$ cat config.mk
export PLATFORM = sky130hd
export DESIGN_NAME = i2c_reg_sequencer
export DESIGN_NICKNAME = d
export VERILOG_FILES = /design/src/rtl/i2c_reg_sequencer.sv
export SDC_FILE = /design/constraint.sdc
export NUM_CORES = 1
export LEC_CHECK = 0
export BUFFER_PORTS_ARGS = -buffer_cell sky130_fd_sc_hd__buf_2
export CORE_ASPECT_RATIO = 1.5
export CORE_UTILIZATION = 45
export DETAILED_ROUTE_END_ITERATION = 8
export PLACE_DENSITY_LB_ADDON = 0.2
export SKIP_LAST_GASP = 1
export SLEW_MARGIN = 20
export SYNTH_ARGS = -nofsm -noshare
export SYNTH_HDL_FRONTEND = slang
export SYNTH_SLANG_ARGS = --single-unit
$ cat constraint.sdc
create_clock -name clk -period 3.7 [get_ports clk]
set_clock_uncertainty 0.15 [all_clocks]
set_input_delay 0.74 -clock clk [delete_from_list [all_inputs] [get_ports clk]]
set_output_delay 0.74 -clock clk [all_outputs]
set_load 0.02 [all_outputs]
$ cat src/rtl/i2c_reg_sequencer.sv
// Register-level front end for the byte-level I2C master: expands one register
// write or read request into START/WR/RESTART/RD/STOP commands and reports status.
module i2c_reg_sequencer #(
  parameter int GAP_CYCLES     = 1000,
  parameter int TIMEOUT_CYCLES = 2000000
) (
  input  logic       clk,
  input  logic       reset,
  input  logic       req_valid,
  output logic       req_ready,
  input  logic       req_rw,
  input  logic [6:0] req_dev_addr,
  input  logic [7:0] req_reg_addr,
  input  logic [7:0] req_wdata,
  output logic       rsp_valid,
  output logic [7:0] rsp_rdata,
  output logic [1:0] rsp_err,
  output logic       busy,
  output logic [2:0] m_cmd,
  output logic [7:0] m_din,
  output logic       m_wr_i2c,
  input  logic       m_ready,
  input  logic       m_done_tick,
  input  logic       m_ack,
  input  logic [7:0] m_dout
);

  localparam logic [2:0] CMD_START   = 3'b000;
  localparam logic [2:0] CMD_WR      = 3'b001;
  localparam logic [2:0] CMD_RD      = 3'b010;
  localparam logic [2:0] CMD_STOP    = 3'b011;
  localparam logic [2:0] CMD_RESTART = 3'b100;

  localparam logic [2:0] S_IDLE    = 3'd0;
  localparam logic [2:0] S_ISSUE   = 3'd1;
  localparam logic [2:0] S_WAIT_LO = 3'd2;
  localparam logic [2:0] S_WAIT_HI = 3'd3;
  localparam logic [2:0] S_GAP     = 3'd4;

  localparam logic [1:0] ERR_OK      = 2'b00;
  localparam logic [1:0] ERR_ADDR    = 2'b01;
  localparam logic [1:0] ERR_DATA    = 2'b10;
  localparam logic [1:0] ERR_TIMEOUT = 2'b11;

  localparam int TW = $clog2(TIMEOUT_CYCLES + 1);
  localparam int GW = $clog2(GAP_CYCLES + 1);
  localparam logic [TW-1:0] TMO_LAST = TW'(TIMEOUT_CYCLES - 1);
  localparam logic [GW-1:0] GAP_LAST = GW'(GAP_CYCLES - 1);

  logic [2:0]    state_q, state_d;
  logic [2:0]    step_q, step_d;
  logic          rw_q, rw_d;
  logic [6:0]    dev_q, dev_d;
  logic [7:0]    reg_q, reg_d;
  logic [7:0]    wdata_q, wdata_d;
  logic [7:0]    rd_byte_q, rd_byte_d;
  logic          done_seen_q, done_seen_d;
  logic          ack_q, ack_d;
  logic [1:0]    err_pend_q, err_pend_d;
  logic [TW-1:0] tmo_q, tmo_d;
  logic [GW-1:0] gap_q, gap_d;
  logic [2:0]    cmd_q, cmd_d;
  logic [7:0]    din_q, din_d;
  logic          wr_q, wr_d;
  logic          rsp_valid_q, rsp_valid_d;
  logic [7:0]    rsp_rdata_q, rsp_rdata_d;
  logic [1:0]    rsp_err_q, rsp_err_d;

  logic [2:0] cur_cmd;
  logic [7:0] cur_din;
  logic       cur_is_addr;
  logic       cur_is_data;
  logic [2:0] stop_step;
  logic       seen_now;
  logic       ack_now;

  // Command table for the current step; the STOP step is the last entry of each list.
  always_comb begin
    cur_cmd     = CMD_STOP;
    cur_din     = 8'h00;
    cur_is_addr = 1'b0;
    if (!rw_q) begin
      case (step_q)
        3'd0:    cur_cmd = CMD_START;
        3'd1:    begin cur_cmd = CMD_WR; cur_din = {dev_q, 1'b0}; cur_is_addr = 1'b1; end
        3'd2:    begin cur_cmd = CMD_WR; cur_din = reg_q; end
        3'd3:    begin cur_cmd = CMD_WR; cur_din = wdata_q; end
        default: cur_cmd = CMD_STOP;
      endcase
    end else begin
      case (step_q)
        3'd0:    cur_cmd = CMD_START;
        3'd1:    begin cur_cmd = CMD_WR; cur_din = {dev_q, 1'b0}; cur_is_addr = 1'b1; end
        3'd2:    begin cur_cmd = CMD_WR; cur_din = reg_q; end
        3'd3:    cur_cmd = CMD_RESTART;
        3'd4:    begin cur_cmd = CMD_WR; cur_din = {dev_q, 1'b1}; cur_is_addr = 1'b1; end
        3'd5:    begin cur_cmd = CMD_RD; cur_din = 8'hFF; end
        default: cur_cmd = CMD_STOP;
      endcase
    end
  end

  assign stop_step   = rw_q ? 3'd6 : 3'd4;
  assign cur_is_data = (cur_cmd == CMD_WR) || (cur_cmd == CMD_RD);
  assign seen_now    = done_seen_q | m_done_tick;
  assign ack_now     = m_done_tick ? m_ack : ack_q;

  always_comb begin
    // NOTE: every _d starts as its _q (strobes as 0) so no branch can leave a latch behind.
    state_d     = state_q;
    step_d      = step_q;
    rw_d        = rw_q;
    dev_d       = dev_q;
    reg_d       = reg_q;
    wdata_d     = wdata_q;
    rd_byte_d   = rd_byte_q;
    done_seen_d = done_seen_q;
    ack_d       = ack_q;
    err_pend_d  = err_pend_q;
    tmo_d       = tmo_q;
    gap_d       = gap_q;
    cmd_d       = cmd_q;
    din_d       = din_q;
    wr_d        = 1'b0;
    rsp_valid_d = 1'b0;
    rsp_rdata_d = rsp_rdata_q;
    rsp_err_d   = rsp_err_q;

    case (state_q)
      S_IDLE: begin
        if (req_valid) begin
          rw_d        = req_rw;
          dev_d       = req_dev_addr;
          reg_d       = req_reg_addr;
          wdata_d     = req_wdata;
          step_d      = 3'd0;
          tmo_d       = '0;
          err_pend_d  = ERR_OK;
          rd_byte_d   = 8'h00;
          rsp_err_d   = ERR_OK;
          rsp_rdata_d = 8'h00;
          state_d     = S_ISSUE;
        end
      end

      S_ISSUE, S_WAIT_LO, S_WAIT_HI: begin
        // A stuck step wins over anything the master does in the same cycle.
        if (tmo_q == TMO_LAST) begin
          rsp_valid_d = 1'b1;
          rsp_err_d   = ERR_TIMEOUT;
          rsp_rdata_d = 8'h00;
          state_d     = S_IDLE;
        end else begin
          tmo_d = tmo_q + TW'(1);
          if (state_q != S_ISSUE && m_done_tick) begin
            done_seen_d = 1'b1;
            ack_d       = m_ack;
            if (cur_cmd == CMD_RD) rd_byte_d = m_dout;
          end
          case (state_q)
            S_ISSUE: begin
              if (m_ready) begin
                cmd_d       = cur_cmd;
                din_d       = cur_din;
                wr_d        = 1'b1;
                tmo_d       = '0;
                done_seen_d = 1'b0;
                ack_d       = 1'b0;
                state_d     = S_WAIT_LO;
              end
            end
            S_WAIT_LO: begin
              if (!m_ready) state_d = S_WAIT_HI;
            end
            default: begin
              if (m_ready) begin
                if (step_q == stop_step) begin
                  rsp_valid_d = 1'b1;
                  rsp_err_d   = err_pend_q;
                  rsp_rdata_d = (rw_q && err_pend_q == ERR_OK) ? rd_byte_q : 8'h00;
                  gap_d       = '0;
                  state_d     = S_GAP;
                end else if (cur_is_data && !seen_now) begin
                  state_d = S_WAIT_HI;
                end else if (cur_cmd == CMD_WR && ack_now) begin
                  err_pend_d = cur_is_addr ? ERR_ADDR : ERR_DATA;
                  step_d     = stop_step;
                  state_d    = S_ISSUE;
                end else begin
                  step_d  = step_q + 3'd1;
                  state_d = S_ISSUE;
                end
              end
            end
          endcase
        end
      end

      S_GAP: begin
        if (gap_q == GAP_LAST) state_d = S_IDLE;
        else                   gap_d   = gap_q + GW'(1);
      end

      default: state_d = S_IDLE;
    endcase
  end

  // NOTE: state registers use non-blocking assignments so every flop samples pre-edge values.
  always_ff @(posedge clk or posedge reset) begin
    if (reset) begin
      state_q     <= S_IDLE;
      step_q      <= 3'd0;
      rw_q        <= 1'b0;
      dev_q       <= 7'h00;
      reg_q       <= 8'h00;
      wdata_q     <= 8'h00;
      rd_byte_q   <= 8'h00;
      done_seen_q <= 1'b0;
      ack_q       <= 1'b0;
      err_pend_q  <= ERR_OK;
      tmo_q       <= '0;
      gap_q       <= '0;
      cmd_q       <= CMD_START;
      din_q       <= 8'h00;
      wr_q        <= 1'b0;
      rsp_valid_q <= 1'b0;
      rsp_rdata_q <= 8'h00;
      rsp_err_q   <= ERR_OK;
    end else begin
      state_q     <= state_d;
      step_q      <= step_d;
      rw_q        <= rw_d;
      dev_q       <= dev_d;
      reg_q       <= reg_d;
      wdata_q     <= wdata_d;
      rd_byte_q   <= rd_byte_d;
      done_seen_q <= done_seen_d;
      ack_q       <= ack_d;
      err_pend_q  <= err_pend_d;
      tmo_q       <= tmo_d;
      gap_q       <= gap_d;
      cmd_q       <= cmd_d;
      din_q       <= din_d;
      wr_q        <= wr_d;
      rsp_valid_q <= rsp_valid_d;
      rsp_rdata_q <= rsp_rdata_d;
      rsp_err_q   <= rsp_err_d;
    end
  end

  assign req_ready = (state_q == S_IDLE);
  assign busy      = (state_q != S_IDLE);
  assign rsp_valid = rsp_valid_q;
  assign rsp_rdata = rsp_rdata_q;
  assign rsp_err   = rsp_err_q;
  assign m_cmd     = cmd_q;
  assign m_din     = din_q;
  assign m_wr_i2c  = wr_q;

endmodule

==> Word-level counts from Yosys, hierarchy flattened <==
Index checks and enable logic that the tools add are counted.
{ "totals": {"regBits": 96, "inputBits": 38, "out_inout_bits": 25, "elab_cells": 163} }
{ "classes": {"add_sub_neg": 3, "eq_ne": 33, "muxes": 80, "n_bitwise": 2, "n_reduce_logical": 27} }
{ "op_table": {"columns": ["op", "count"], "rows": [
  ["21-bit 2-to-1 mux", 4],
  ["8-bit 2-to-1 mux", 10],
  ["10-bit 2-to-1 mux", 5],
  ["3-bit 2-to-1 mux", 15],
  ["21-bit case mux with 2 select lines", 1],
  ["8-bit case mux with 2 select lines", 2],
  ["8-bit case mux with 4 select lines", 1],
  ["2-bit 2-to-1 mux", 14],
  ["2-bit != test (second input constant)", 12],
  ["8-bit case mux with 3 select lines", 1],
  ["21-bit by 1-bit adder with 21-bit output (second input constant)", 1],
  ["21-bit equality test (second input constant)", 1],
  ["10-bit case mux with 2 select lines", 1],
  ["1-bit 2-to-1 mux", 19],
  ["3-bit by 2-bit equality test with 1-bit output (second input constant)", 5],
  ["5-bit AND reduction", 3],
  ["4-bit != test (second input constant)", 3],
  ["2-bit case mux with 2 select lines", 3],
  ["3-bit case mux with 2 select lines", 2],
  ["3-bit case mux with 4 select lines", 1],
  ["10-bit by 1-bit adder with 10-bit output (second input constant)", 1],
  ["10-bit equality test (second input constant)", 1],
  ["3-bit by 1-bit equality test with 1-bit output (second input constant)", 3],
  ["3-bit equality test (second input constant)", 3],
  ["22 further kinds", 33]
]} }

==> Depth between registers and ports, before layout <==
Gate-level depths: netlist (run 1).
{ "logic_depth": {"ltp_word": 13, "depth_mapped": 10, "depth_no_buf": 8} }

==> Least setup slack after synthesis (run 1) <==
No wires, ideal clock.
{ "synth_path": {"path_kind": "register to register", "start": "reg step_q[1]", "end": "reg step_q[1]", "setup_time_ps": 128, "arrival_time_ps": 2299, "required_time_ps": 3422, "path_slack_ps": 1123, "stages_incl_launch_ff": 10, "path_buffers": 1, "period_less_slack_ps": 2577, "path_cell_list": "dfrtp_1 > inv_1 > ha_1 > buf_2 > nor2_1 > o21ai_0 > o31ai_2 > xor2_1 > o21ai_1 > mux2_1"} }
{ "synth_between": {"elab_chain_len": 13, "elab_cells_between_ends": 28, "classes_between": "1 x add/sub; 10 x eq/ne; 10 x mux; 7 x reduce/logical"} }
{ "synth_lines": {"columns": ["element", "line", "text"], "rows": [
  ["start: declaration", "51", "logic [2:0] step_q, step_d;"],
  ["start signal: assignment", "231", "step_q <= step_d;"],
  ["3-bit equality test (tied with other cells)", "91", "case (step_q)"],
  ["3-bit OR reduction (no line)", null, null],
  ["3-bit case mux with 4 select lines or 2-bit case mux with 2 select lines (tied branches)", "91, 83", null],
  ["3-bit 2-to-1 mux", "82", "if (!rw_q) begin"],
  ["3-bit by 1-bit equality test with 1-bit output", "104, 185", null],
  ["1-bit logical AND", "185", "end else if (cur_cmd == CMD_WR && ack_now) begin"],
  ["3-bit 2-to-1 mux", "185", null],
  ["3-bit 2-to-1 mux", "183", "end else if (cur_is_data && !seen_now) begin"],
  ["3-bit 2-to-1 mux", "177", "if (step_q == stop_step) begin"],
  ["3-bit 2-to-1 mux", "176", "if (m_ready) begin"],
  ["3-bit 2-to-1 mux", "160", "case (state_q)"],
  ["3-bit 2-to-1 mux", "148", "if (tmo_q == TMO_LAST) begin"],
  ["3-bit case mux with 2 select lines", "129", "case (state_q)"]
]} }
Parallel ways exist; a longest one is shown, timed or not. The select of a mux whose other input is x is not followed.
A chain may end at the register's enable or synchronous reset.

==> Worst setup path after layout (run 1) <==
{ "layout_path": {"start": "reg step_q[1]", "end": "reg step_q[0]"} }
The elaborated chain is that of the path after synthesis.

==> results of run 1 <==
==> sequential cells by signal, indices dropped and copies added, names as in the netlist, 3 cells and up <==
signal	flops
dev_q	7
gap_q	10
m_cmd	3
m_din	8
rd_byte_q	8
reg_q	8
rsp_rdata	8
state_q	3
step_q	3
tmo_q	21
wdata_q	8
==> per-stage QoR <==
step / cell area [um2] / utilization [%] / worst slack, ns
final: 5770 / 52.4 / 0.575
after global routing: 5770 / 52.4 / 0.357
after CTS: 5770 / 52.4 / 0.580
after detailed placement: 5470 / 49.7 / 0.613
after global placement: 5470 / 49.7 / 0.753
after floorplan: 5070 / - / 0.305
==> logic make-up (layout without fill, tap and decap cells) <==
family                   count (synthesis)  count (layout)  share of synthesized area (%)
AO/OA/AOI/OAI                          116             116                           15.7
multiplexers                            16              16                           3.23
adder cells (fa/ha/maj)                  7               7                           1.73
buffers and inverters                   48             104                           4.59
XOR/XNOR                                17              17                           2.94
flip-flops                              96              96                           47.4
AND/OR/NAND/NOR                        252             252                           24.4
==> metal layers <==
layer	GRT usage (%)	share of wire, %
met5	0	0
met4	7.44	1.8
met1	27.2	44
met2	36.4	51
met3	3.69	3.3
==> power by group through the flow <==
stage | Sequential (mW) | Clock (mW) | Combinational [mW]
after CTS | 1.08 | 0.959 | 0.122
after global routing | 1.09 | 0.999 | 0.137
after detailed placement | 1.10 | 0 | 0.121
after floorplan | 1.10 | 0 | 0.0845
final | 1.09 | 0.936 | 0.121
after global placement | 1.10 | 0 | 0.120
==> cell usage in the layout (no fill, tap or decap), types with 3 or more instances in the layout <==
cell type,synthesis,routed
or3_1,6,6
o41ai_1,3,3
inv_1,17,16
a21oi_1,24,24
nand4_1,9,9
nor2_1,37,37
o31ai_1,4,4
or2_2,3,3
mux2i_1,13,13
a22o_1,9,9
a222oi_1,7,7
nor3b_1,5,5
nor2b_1,5,5
buf_2,5,62
dfrtp_1,96,96
o21ai_1,3,3
o21ai_0,28,28
xor2_1,5,5
nand3_1,11,11
xnor2_1,12,12
buf_4,3,6
nand2b_1,4,4
ha_1,7,7
and4_1,3,3
clkbuf_16,0,9
nor3_1,10,10
nand2_1,133,133
and2_1,3,3
clkinv_2,0,3
a221oi_1,6,6
o22ai_1,8,8
==> worst max-delay path, delay by kind of cell, from the launching register on <==
kind	cells	cell delay [ns]
buffers and inverters	1	0.12
flip-flops	1	0.54
AND/OR/NAND/NOR	1	0.21
multiplexers	1	0.37
adder cells (fa/ha/maj)	1	0.41
XOR/XNOR	1	0.16
AO/OA/AOI/OAI	3	1.02
==> cell type report <==
class / instances / share of cell area (%)
clock buffer: 11 / 4.21
multi-input combinational: 408 / 42.2
sequential: 96 / 41.7
timing repair buffer: 69 / 6.51
tap: 147 / 3.19
inverter: 19 / 1.26
clock inverter: 5 / 0.976
==> how the worst max path moves through the flow <==
| stage | start | cells past startpoint | endpoint | slack [ns] |
|---|---|---|---|---|
| after floorplan | reset | 1 | ack_q$_DFFE_PP0P_ | 0.30 |
| after global placement | step_q[1]$_DFFE_PP0P_ | 8 | step_q[1]$_DFFE_PP0P_ | 0.75 |
| after detailed placement | step_q[1]$_DFFE_PP0P_ | 8 | step_q[1]$_DFFE_PP0P_ | 0.61 |
| after CTS | step_q[1]$_DFFE_PP0P_ | 8 | step_q[0]$_DFFE_PP0P_ | 0.58 |
| after global routing | step_q[1]$_DFFE_PP0P_ | 8 | rd_byte_q[6]$_DFFE_PP0P_ | 0.36 |
| final | step_q[1]$_DFFE_PP0P_ | 8 | step_q[0]$_DFFE_PP0P_ | 0.58 |
==> impl_metrics.tcl, run 1 <==
set metrics [dict create \
    area_growth_pct 13.8 \
    port_buffers 62 \
    clock_sinks 96 \
    core.rowCount 47 \
    synth_warnings 0 \
    final_nets 648 \
    finalMaxSlewViolations 0 \
    synth_cells 552 \
    synth_async_sr_flop_share_pct 100 \
    nFillCells 1089 \
    rsz0062_at_grt "false" \
    start_util_pct 46.1 \
    finalSetupViolCount 0 \
    crit_type "register to register" \
    timing.rr.end "step_q[0]$_DFFE_PP0P_" \
    yosysMostFrequentCell "nand2_1" \
    cts_buffers 9 \
    dpl.cell_count 739 \
    antenna_found_initial 0 \
    worstPathCellList "inv_1 -> ha_1 -> nor2_1 -> o21ai_0 -> o31ai_2 -> xor2_1 -> o21ai_1 -> mux2_1" \
    drt_pre_antenna_iters 5 \
    powerDensity_nw_per_um2 371 \
    die_area_um2 11700 \
    grt_max_degree 97 \
    synthFlopType "dfrtp_1" \
    cp.required_ns 3.76 \
    yosys-top-cells-area "dfrtp_1 (47%), nand2_1 (9.8%), o21ai_0 (2.8%), nor2_1 (2.7%), mux2i_1 (2.6%)" \
    timing.rr.start "step_q[1]$_DFFE_PP0P_" \
    ys_seq_area_share_pct 47.4 \
    max_slew.worst_pin.slew_ns 1.01 \
    synth_fp_nets 597 \
    finalSetupTns_ns 0 \
    route.detailed.drc 0 \
    post_cts_resized 0 \
    fin_crit_sh_pct 84.4 \
    routed_via_density 5.53 \
    status "finished, final reports clean" \
    synth_area_leader_cell "dfrtp_1" \
    swShare_pct 22.8 \
    p_clk_share_pct 43.7 \
    vdd_drop_max_uv 223 \
    crit_path_top_delay_cell "dfrtp_1" \
    arrival_ns 3.19 \
    track_usage_pct 21.5 \
    ctsHoldBuffers 0 \
    hold_viol_final 0 \
    clk_latency_ns 0.34 \
    hold-worst-slack_ns 0.324 \
    wl_per_cell_um 15.5 \
    gp_congestion 0.893 \
    cts_tree "built" \
    slew_headroom_pct 32.5 \
    seq_area_um2 2400 \
    drt-total-wl_um 11700 \
    fin_cells 755 \
    dieWidth_um 88.7 \
    cts_root_buffer "clkbuf_16" \
    avgSynthCellArea_um2 9.18 \
    clk_transition_reported_paths_ns 0.06 \
    startpoint_type "register" \
    num_vias 4177 \
    die_h_um 132 \
    diodes 0 \
    r2r_slack_ns 0.58 \
    ios 63 \
    max_freq_mhz 320 \
    whs_endpoint "m_din[1]$_DFFE_PP0P_" \
    cp_max_fo 18 \
    synth-seq-cells 96 \
    maxCapViolCount 0 \
    hold_start "m_din[1]$_DFFE_PP0P_" \
    drtIter0Drc 256 \
    grt_first_pass_wirelength_um 19700 \
    hp-class "register to register" \
    total_leakage_power_nw 2.62 \
    dp_hpwl_um 8180 \
    grt_pass1_vias 4064 \
    r2r_cells 8 \
    core_um2 11000 \
    syn-cell-area_um2 5070 \
    power_mw 2.14 \
    drive_gt1_share_pct 18.4 \
    synth_edf_count 0 \
    synth_cell_types 70 \
    period_minus_slack_ns 3.12 \
    power_switching_uw 488 \
    internal_power_mw 1.65 \
    multiInputGateArea_um2 2430 \
    combPwrFrac_pct 5.6 \
    clk_path_buf_depth 2 \
    power_frac_seq_pct 50.7 \
    postRouteAntennaNets 0 \
    netlist_top_cells_count "nand2_1 (133), dfrtp_1 (96), nor2_1 (37), o21ai_0 (28), a21oi_1 (24)" \
    ctsHtreeMaxLevel 3 \
    cts_setup_buffers 0 \
    synth_top_area_share_pct 47.4 \
    cp-end-kind "register" \
    grt-ovfl-total 0 \
    max_stage_delay_ns 0.54 \
    hold_depth 2 \
]
Power figures use the tool's default switching activity.
==> inputs of run 2 (changes only) <==
==> constraint.sdc (replaced) <==
create_clock -name clk -period 2.58 [get_ports clk]
set_clock_uncertainty 0.15 [all_clocks]
set_input_delay 0.516 -clock clk [delete_from_list [all_inputs] [get_ports clk]]
set_output_delay 0.516 -clock clk [all_outputs]
set_load 0.02 [all_outputs]
==> run 2 against run 1 <==
Compared with the run above: design area is 4.2% higher; worst hold slack worse by 0.16 ns; critical path depth stayed put; maximum frequency is 25% higher; via count is 1.9% higher; sequential power is 42% higher; critical endpoint unchanged; count of clock-buffer cells in the layout is 2 higher; sequential cell count stayed put; non-clock buffer count is 24 higher; clock power is 52% higher; setup slack worse by 0.49 ns; highest routed layer unchanged.
==> impl_metrics.tcl, run 2 (synthesized netlist as in run 1, its figures left out) <==
set metrics [dict create \
    status "finished, final reports clean" \
    slew_headroom_pct 29.9 \
    internal_power_mw 2.49 \
    die_h_um 132 \
    route.detailed.drc 0 \
    mostFrequentLayoutCells "nand2_1 (133), dfrtp_1 (95), buf_2 (62)" \
    num_vias 4256 \
    drtIter0Drc 272 \
    finalSetupTns_ns 0 \
    diodes 0 \
    start_util_pct 46.1 \
    seq_area_um2 2400 \
    cp-end-kind "register" \
    grt_max_degree 97 \
    timing.rr.start "step_q[0]$_DFFE_PP0P_" \
    ios 63 \
    ctsHtreeMaxLevel 3 \
    worstPathCellList "ha_1 -> ha_1 -> buf_4 -> and2_1 -> nor3_1 -> nand2_1 -> o21ai_4 -> mux2_1" \
    core.rowCount 47 \
    utilization_pct 54.6 \
    route.met3.wl_um 387 \
    cp.required_ns 2.64 \
    drive_gt1_share_pct 22.3 \
    hold_viol_final 0 \
    area_growth_pct 18.5 \
    power_mw 3.18 \
    multiInputGateArea_um2 2470 \
    track_usage_pct 21.8 \
    port_buffers 62 \
    gp_congestion 0.877 \
    period_minus_slack_ns 2.50 \
    startpoint_type "register" \
    grt_first_pass_wirelength_um 20100 \
    largest_reg_flops 21 \
    grt_pass1_vias 4277 \
    core_um2 11000 \
    drt-total-wl_um 11800 \
    r2r_cells 8 \
    vdd_drop_max_uv 382 \
    cp_top_family "simple AND/OR/NAND/NOR gates" \
    crit_buf_inv 1 \
    grt-ovfl-total 0 \
    clk_latency_ns 0.34 \
    cts_setup_buffers 0 \
    crit_type "register to register" \
    power_frac_seq_pct 48.8 \
    max_stage_delay_ns 0.42 \
    powerDensity_nw_per_um2 529 \
    maxCapViolCount 0 \
    max_slew.worst_pin.slew_ns 1.05 \
    wl_met2_um 6120 \
    dieWidth_um 88.7 \
    final_nets 672 \
    arrival_ns 2.56 \
    cts_tree "built" \
    regMostFlops "tmo_q" \
    antenna_found_initial 0 \
    hp-class "primary input to asynchronous set/reset pin" \
    finalMaxSlewViolations 0 \
    routed_via_density 5.46 \
    clock_sinks 96 \
    post_dp_cell_area_um2 5650 \
    top_regs "tmo_q: 21 flops, gap_q: 10 flops" \
    crit_path_top_delay_cell "dfrtp_1" \
    finalSetupViolCount 0 \
    p_clk_share_pct 44.8 \
    power_switching_uw 689 \
    dp_hpwl_um 8370 \
    fin_crit_sh_pct 96.7 \
    cts_root_buffer "clkbuf_16" \
    hold-worst-slack_ns 0.167 \
    final_cell_area_um2 6010 \
    clk_path_buf_depth 2 \
    cpMostUsedCell "ha_1" \
    final_common_cell "nand2_1" \
    max_freq_mhz 401 \
    cp_max_fo 5 \
    swShare_pct 21.7 \
    die_area_um2 11700 \
    total_leakage_power_nw 2.75 \
    ctsHoldBuffers 0 \
    nFillCells 1022 \
    timing.rr.end "step_q[0]$_DFFE_PP0P_" \
    r2r_slack_ns 0.08 \
    drt_pre_antenna_iters 7 \
    wl_per_cell_um 15.2 \
    top_layer_used "met4" \
    cts_buffers 9 \
    postRouteAntennaNets 0 \
    rsz0062_at_grt "true" \
    wirelength_met1_um 5070 \
    combPwrFrac_pct 6.3 \
    clk_transition_reported_paths_ns 0.07 \
]
-- run 2: worst register-to-register path, stage by stage (launching register included) --
cell	delay, ns
dfrtp_1	0.42
ha_1	0.23
ha_1	0.22
buf_4	0.15
and2_1	0.19
nor3_1	0.24
nand2_1	0.16
o21ai_4	0.26
mux2_1	0.36
-- run 2: worst max-delay path by stage --
stage | from | end | cells past startpoint
CTS | step_q[0]$_DFFE_PP0P_ | rd_byte_q[3]$_DFFE_PP0P_ | 8
floorplan | step_q[1]$_DFFE_PP0P_ | step_q[1]$_DFFE_PP0P_ | 9
global route | step_q[0]$_DFFE_PP0P_ | step_q[0]$_DFFE_PP0P_ | 8
finish | step_q[0]$_DFFE_PP0P_ | step_q[0]$_DFFE_PP0P_ | 8
global placement | tmo_q[0]$_DFFE_PP0P_ | rsp_rdata[3]$_DFFE_PP0P_ | 7
detailed placement | step_q[0]$_DFFE_PP0P_ | rd_byte_q[3]$_DFFE_PP0P_ | 8
-- run 2: power groups by stage --
stage,clock network [mW],registers [mW],logic (mW)
4_1_cts,1.45,1.55,0.202
3_5_place_dp,0,1.58,0.200
2_1_floorplan,0,1.57,0.122
6_report,1.42,1.55,0.201
3_3_place_gp,0,1.58,0.196
5_1_grt,1.52,1.55,0.226
-- run 2: final cells by class --
type	count	share of cell area, %
Tap cell	147	3.06
Clock inverter	3	1.08
Timing Repair Buffer	93	9.25
Clock buffer	13	4.17
Multi-Input combinational cell	408	41.2
Inverter	19	1.25
Sequential cell	96	40.0
-- run 2: per-stage QoR --
step / std cells / setup WS (ns)
6_report: 779 / 0.0845
5_1_grt: 779 / -0.0296
4_1_cts: 779 / 0.00683
3_5_place_dp: 763 / -0.104
3_3_place_gp: 763 / 0.0105
2_1_floorplan: 552 / 0.00329
-- run 2: layer usage --
metal | track usage, % | vias up
met4 | 8.42 | 0
met2 | 36.8 | 101
met3 | 3.26 | 15
met1 | 27.6 | 2053
met5 | 0 | -
li1 | - | 2087
-- run 2: timing repair --
item | in CTS | in global routing
pin swaps | 1 | 3
hold endpoints to repair | 0 | 0
endpoints found under the setup margin | 18 | 23
resized for setup | 2 | 9
